--- src/rtl/pp_reduce_pkg.sv ---
// Shared sizing helpers for the partial-product reduction pipeline.
// These are constant functions evaluated at elaboration time.
package pp_reduce_pkg;

   // Each 3:2 layer turns every group of three rows into two; leftovers pass through.
   function automatic int rows_after(input int n, input int lvl);
      int r;
      r = n;
      for (int i = 0; i < lvl; i++) begin
         if (r > 2) r = 2 * (r / 3) + r % 3;
      end
      return r;
   endfunction

   function automatic int csa_levels(input int n);
      int r;
      int l;
      r = n;
      l = 0;
      while (r > 2) begin
         r = 2 * (r / 3) + r % 3;
         l++;
      end
      return l;
   endfunction

   function automatic int cw_of(input int n);
      return $clog2(n);
   endfunction

endpackage

--- src/rtl/csa_row.sv ---
// Combinational W-bit 3:2 compressor: sum row and carry row shifted up one bit.
// The carry out of the MSB is dropped, so the result is exact modulo 2^W.
module csa_row #(
   parameter int W = 16
) (
   input  logic [W-1:0] a,
   input  logic [W-1:0] b,
   input  logic [W-1:0] c,
   output logic [W-1:0] s,
   output logic [W-1:0] cy
);

   logic [W-1:0] co;

   for (genvar i = 0; i < W; i++) begin : g_bit
      fa u_fa (
         .a  (a[i]),
         .b  (b[i]),
         .ci (c[i]),
         .s  (s[i]),
         .co (co[i])
      );
   end

   assign cy = {co[W-2:0], 1'b0};

   logic unused_msb;
   assign unused_msb = co[W-1];

endmodule

--- src/rtl/fa.sv ---
// Single-bit full adder cell used to build the 3:2 compressor rows.
module fa (
   input  logic a,
   input  logic b,
   input  logic ci,
   output logic s,
   output logic co
);

   assign s  = a ^ b ^ ci;
   assign co = (a & b) | (a & ci) | (b & ci);

endmodule

--- src/rtl/pp_reduce_pipe.sv ---
// Pipelined partial-product reduction: registered 3:2 layers, then a registered final add.
// Optional macro PP_REDUCE_CARRY_OUT_EN adds sum_hi so {sum_hi,sum} is the exact total.
module pp_reduce_pipe
   import pp_reduce_pkg::*;
#(
   parameter int WIDTH  = 16,
   parameter int NUM_PP = 4
) (
   input  logic                     clk,
   input  logic                     rst_n,
   input  logic                     in_valid,
   output logic                     in_ready,
   input  logic [NUM_PP*WIDTH-1:0]  pp_flat,
   output logic                     out_valid,
   input  logic                     out_ready,
   output logic [WIDTH-1:0]         sum
`ifdef PP_REDUCE_CARRY_OUT_EN
   ,
   output logic [cw_of(NUM_PP)-1:0] sum_hi
`endif
);

   localparam int L = csa_levels(NUM_PP);
`ifdef PP_REDUCE_CARRY_OUT_EN
   localparam int CW = cw_of(NUM_PP);
   localparam int RW = WIDTH + CW;
`else
   localparam int RW = WIDTH;
`endif
   localparam int FW = NUM_PP * RW;

   // Valid/ready: a transfer happens on in_valid & in_ready; the whole pipe freezes
   // while the output holds a result that downstream has not taken.
   logic stall;
   assign stall    = out_valid & ~out_ready;
   assign in_ready = ~stall;

   // chain[l] is the row set entering layer l; unused upper rows are zero.
   logic [FW-1:0] chain  [L+1];
   logic          vchain [L+1];
   logic [FW-1:0] chain0;

   always_comb begin
      chain0 = '0;
      for (int k = 0; k < NUM_PP; k++) begin
         chain0[k*RW +: RW] = RW'(pp_flat[k*WIDTH +: WIDTH]);
      end
   end

   assign chain[0]  = chain0;
   assign vchain[0] = in_valid & in_ready;

   for (genvar l = 0; l < L; l++) begin : g_lvl
      localparam int N  = rows_after(NUM_PP, l);
      localparam int NG = N / 3;
      localparam int NL = N % 3;
      localparam int NO = 2 * NG + NL;

      logic [RW-1:0]    s_arr [NG];
      logic [RW-1:0]    c_arr [NG];
      logic [NO*RW-1:0] nxt;
      logic [NO*RW-1:0] rows_q;
      logic             vld_q;

      for (genvar g = 0; g < NG; g++) begin : g_csa
         csa_row #(.W(RW)) u_csa (
            .a  (chain[l][(3*g)*RW +: RW]),
            .b  (chain[l][(3*g+1)*RW +: RW]),
            .c  (chain[l][(3*g+2)*RW +: RW]),
            .s  (s_arr[g]),
            .cy (c_arr[g])
         );
      end

      always_comb begin
         nxt = '0;
         for (int g = 0; g < NG; g++) begin
            nxt[(2*g)*RW +: RW]   = s_arr[g];
            nxt[(2*g+1)*RW +: RW] = c_arr[g];
         end
         for (int j = 0; j < NL; j++) begin
            nxt[(2*NG+j)*RW +: RW] = chain[l][(3*NG+j)*RW +: RW];
         end
      end

      // Row data is don't-care while its valid bit is low, so it needs no reset.
      always_ff @(posedge clk) begin
         if (!stall) rows_q <= nxt;
      end

      always_ff @(posedge clk or negedge rst_n) begin
         if (!rst_n) begin
            vld_q <= 1'b0;
         end else if (!stall) begin
            vld_q <= vchain[l];
         end
      end

      assign chain[l+1]  = FW'(rows_q);
      assign vchain[l+1] = vld_q;
   end

   logic [RW-1:0] total;
   assign total = chain[L][0 +: RW] + chain[L][RW +: RW];

   logic unused_rows;
   assign unused_rows = ^chain[L][FW-1:2*RW];

   always_ff @(posedge clk or negedge rst_n) begin
      if (!rst_n) begin
         out_valid <= 1'b0;
         sum       <= '0;
`ifdef PP_REDUCE_CARRY_OUT_EN
         sum_hi    <= '0;
`endif
      end else if (!stall) begin
         out_valid <= vchain[L];
         sum       <= total[WIDTH-1:0];
`ifdef PP_REDUCE_CARRY_OUT_EN
         sum_hi    <= total[RW-1:WIDTH];
`endif
      end
   end

endmodule

--- config.mk ---
export PLATFORM = sky130hd
export DESIGN_NAME = pp_reduce_pipe
export DESIGN_NICKNAME = d
export VERILOG_FILES = /design/src/rtl/pp_reduce_pkg.sv /design/src/rtl/csa_row.sv /design/src/rtl/fa.sv /design/src/rtl/pp_reduce_pipe.sv
export SDC_FILE = /design/constraint.sdc
export NUM_CORES = 1
export LEC_CHECK = 0
export ABC_CLOCK_PERIOD_IN_PS = 4900
export CAP_MARGIN = 10
export CORE_AREA = 2 2 109 111
export DETAILED_ROUTE_END_ITERATION = 6
export DIE_AREA = 0 0 111 113
export PLACE_DENSITY = 0.6
export REMOVE_ABC_BUFFERS = 1
export SLEW_MARGIN = 20
export SYNTH_ARGS = -nofsm -noshare
export SYNTH_HDL_FRONTEND = slang
export SYNTH_SLANG_ARGS = --single-unit
--- constraint.sdc ---
create_clock -name clk -period 4.9 [get_ports clk]
set_input_delay 0.98 -clock clk [delete_from_list [all_inputs] [get_ports clk]]
set_output_delay 0.98 -clock clk [all_outputs]
set_load 0.005 [all_outputs]
# Yosys cells after proc, flatten, opt, wreduce, memory -nomap -nowiden
# Index checks and enable logic that the tools add are counted.
# W data, S select, Z words.
# totals
regBits	97
input_bits	68
output_inout_bits	18
wordCells	220
# classes
n_addsub	1
bitwise	213
# ops
operator	n
$and A1 B1 Y1	90
$xor A1 B1 Y1	63
$or A1 B1 Y1	58
$add A16 B16 Y16	1
$not A1 Y1	2

# Longest topological paths before layout
# depth
word_depth	4
ltp_mapped	7
mapped_depth_nobuf	7

# Cells and area by module
# From an unflattened synthesis, not the netlist that was laid out.
# unflattened
cells_unflattened	282
area_unflattened_um2	4539.4
# modules_own_cells
mod	n_inst	cells_per_inst	area_each_um2	seq_area_each_um2
pp_reduce_pipe	1	246	3876.2	2877.8
fa	32	1	20.0	0.0
csa_row	2	2	11.3	0.0

# Least setup slack after synthesis
# OpenSTA, ideal clock, no wires.
# synth_path
kind	input to output
startpoint	in out_ready
endpoint	out in_ready
t_arrival_ns	3.491
required_time_ns	3.920
path_slack_ns	0.429
cell_stages	3
path_buffers	1
cell_sequence	nor2b_1 > inv_2 > clkbuf_1
# synth_between
elab_chain_len	3
# synth_lines
item	line_no	rtl
start: declaration	pp_reduce_pipe.sv:15	input logic out_ready,
$not A1 Y1	pp_reduce_pipe.sv:35	assign stall = out_valid & ~out_ready;
$and A1 B1 Y1	pp_reduce_pipe.sv:35	
$not A1 Y1	pp_reduce_pipe.sv:36	assign in_ready = ~stall;
end: declaration	pp_reduce_pipe.sv:12	output logic in_ready,
# Every way passes these cells.

# Worst setup path in the final report
# Ends and elaborated chain as after synthesis.

==> reports/qor.csv <==
metric;value;unit
outcome;complete, no violations;
Crit path buffers/inverters;4;
TritonCTS clock tree;yes;
share of synthesized area occupied by flip-flops and latches;0.634;
worst IR drop on VDD;0.210;mV
Crit-path slowest cell;clkdlybuf4s50_1;
Final Slew Violations;0;
crit share post-route;0.755;
Critical Path Fanout Max;45;
Cell Chain, Critical Path;clkdlybuf4s50_1 > nor2b_1 > buf_4 > inv_4 > clkdlybuf4s50_1;
total wirelength of the detailed-routed design;6.99;mm
Max Clock Skew;0.00761;ns
worst hold path endpoint;out_valid;
number of flops mapped to enable cells by yosys;78;
root cell of the clock tree;clkbuf_16;
Top cell by count, worst path;clkdlybuf4s50_1;
signal arrival time at the worst endpoint;2.72;ns
cells on worst reg2reg path;4;
worst min-delay path category;flip-flop to flip-flop;
port bufs;85;
worst reg2reg endpoint;g_lvl[0].rows_q[18];
layout overhead on the synthesized area;29.6;%
wire length of the first global-routing pass;11.9;mm
I/O pins;86;
area of the core region;11300;sq um
setup slack on the worst flop-to-flop path;2.72;ns
number of antenna violations at the first check in global routing;0;
cell depth of the worst min-delay path;1;
number of logic stages on the critical path including buffering;5;
setup TNS;0;ns
fin cells;521;
Sink Count;97;
relative contribution of the clock network to total power;0.208;
largest net degree at the start of global routing;62;
H-tree levels;3;
part of the total power dissipated in sequential elements;0.414;
power density relative to cell area;565;nW/um^2
routability-driven placement congestion ratio;0.795;
share of power burned in combinational logic;0.378;
cell area after synthesis;4450;sq um
diode count;0;
first drt pass iteration count;4;
critical path type;input pin to primary output;
combined global-route utilization of all metal layers;0.121;
distinct cell type count of the synthesized netlist;45;
Post-DRT Antenna Nets;0;
average vias per placed instance;4.83;
Post CTS Setup Buffer Count;0;
Max stage delay on crit path;0.63;ns
switching power;1060;uW
number of CTS-inserted buffers;9;
area enclosed by the die boundary;12500;sq um
reg2reg start;out_valid;
worst rel slew slack;0.398;
actual slew at the worst max-slew pin;0.900;ns
vias post-DR;2517;
vias in the first global route;2537;
source-to-sink clock delay at the later pin of the worst-skew pair;0.34;ns
number of storage elements in the synthesis netlist;97;
fmax;270;MHz
drc violations;0;
count of hold buffers inserted by post-cts repair;0;
critical hold path startpoint;g_lvl[1].vld_q;
gate family responsible for the most delay along the worst path;buffers and inverters;
number of hold-slack violations in the final timing report;0;
Lkg Pwr;0.00217;uW
proportion of register bits with asynchronous set or reset after synthesis;0.196;
total of endpoints with negative setup slack in the final report;0;
sw frac;0.324;
Primary FF master, synth;edfxtp_1;
Yosys Warn Count;0;
placed instance count;505;
GRT Residual Overflow;0;
kind of start point of the critical path;input pin;
setup repair after global routing missed its margin;no;
max cap viols;0;
Pint;2200;uW
average wire per standard cell;13.4;um
first-iteration detailed-routing DRC count;105;
fraction of final layout cells with drive strength greater than 1;0.0688;
CTS clock-pin slew for the worst setup and hold paths;0.06;ns
Data required, critical path;3.92;ns
post-detail-place hpwl;5.26;mm
cell count after synthesis;281;
height of the chip;113;um
initial core utilization;0.394;
Setup crit end kind;primary output;
Cell Rows;39;
mean instance size in the synthesized netlist;15.8;sq um
post-layout worst setup margin;1.20;ns
PostCTS Resize Cnt;0;
pre-CTS setup slack;1.17;ns
shortest clock period the worst path allows after layout;3.70;ns
Max clock buf depth;2;
die outline width;111;um
Post-layout nets;486;
cell usage after synthesis, drive strengths merged, types with 3 or more instances:
master / n / area share
nor3: 5 / 0.0056
a2111oi: 3 / 0.010
xor2: 7 / 0.014
fa: 30 / 0.14
o21ai: 10 / 0.011
clkbuf: 4 / 0.0034
a21o: 4 / 0.0068
nor2: 9 / 0.0076
xnor2: 6 / 0.012
a211oi: 3 / 0.0062
and3: 3 / 0.0042
nand2: 28 / 0.024
nor2b: 3 / 0.0042
a21oi: 21 / 0.024
dfrtp: 19 / 0.11
edfxtp: 78 / 0.53
ha: 15 / 0.042
inv: 4 / 0.0034
metrics by stage:
stage / total power [uW] / hold WS [ns] / cell area, sq um / utilization
floorplan: 2160 / 0.422 / 4420 / -
global placement: 2580 / 0.441 / 5470 / 0.485
detailed placement: 2610 / 0.453 / 5470 / 0.485
CTS: 3300 / 0.467 / 5760 / 0.511
global route: 3500 / 0.495 / 5760 / 0.511
finish: 3260 / 0.468 / 5760 / 0.511
cell type report:
class	count	area (sq um)
clock buffers	9	225
clock inverters	7	70.1
fillers	969	5510
inverters	4	17.5
multi-input cells	174	1590
flip-flops and latches	97	2820
well taps	143	179
repair buffers	87	866
power groups by stage:
stage	clock network, uW	registers (uW)	logic (uW)
2_1_floorplan	0	1350	811
3_3_place_gp	0	1360	1220
3_5_place_dp	0	1370	1240
4_1_cts	703	1360	1250
5_1_grt	734	1380	1390
6_report	677	1350	1230
cells by family after synthesis:
logic type	Yosys count	share of synthesized area
buffers and inverters	10	0.00900
xor gates and xnor gates	13	0.0256
DFF	97	0.634
adders and majority gates	45	0.177
and+or+nand+nor	61	0.0667
AOI/OAI and AO/OA	55	0.0878
registers in the layout, summed over array words and instances, names as in the netlist:
| name | flops |
|---|---|
| sum | 16 |
| g_lvl.vld_q | 2 |
| out_valid | 1 |
| g_lvl.rows_q | 78 |
cell usage in the layout, fill, tap and decap left out, types with 7 or more instances in the layout:
cell type        count
clkdlybuf4s50_1     85
edfxtp_1            78
fa_1                30
nand2_1             28
a21oi_1             20
dfrtp_1             19
ha_1                15
o21ai_0              9
nor2_1               9
clkbuf_16            9
xor2_1               7
worst max path at each step:
stage                   start  endpoint
detailed placement  out_ready  in_ready
floorplan           out_ready    sum[9]
CTS                 out_ready  in_ready
global route        out_ready  in_ready
global placement    out_ready  in_ready
finish              out_ready  in_ready
layer usage:
metal	wire, um	vias up	global-route usage
met2	3470	67	0.194
met3	348	9	0.0354
met4	95	0	0.0492
li1	-	1231	-
met5	0	-	0
met1	3080	1210	0.157
Power figures use the tool's default switching activity.
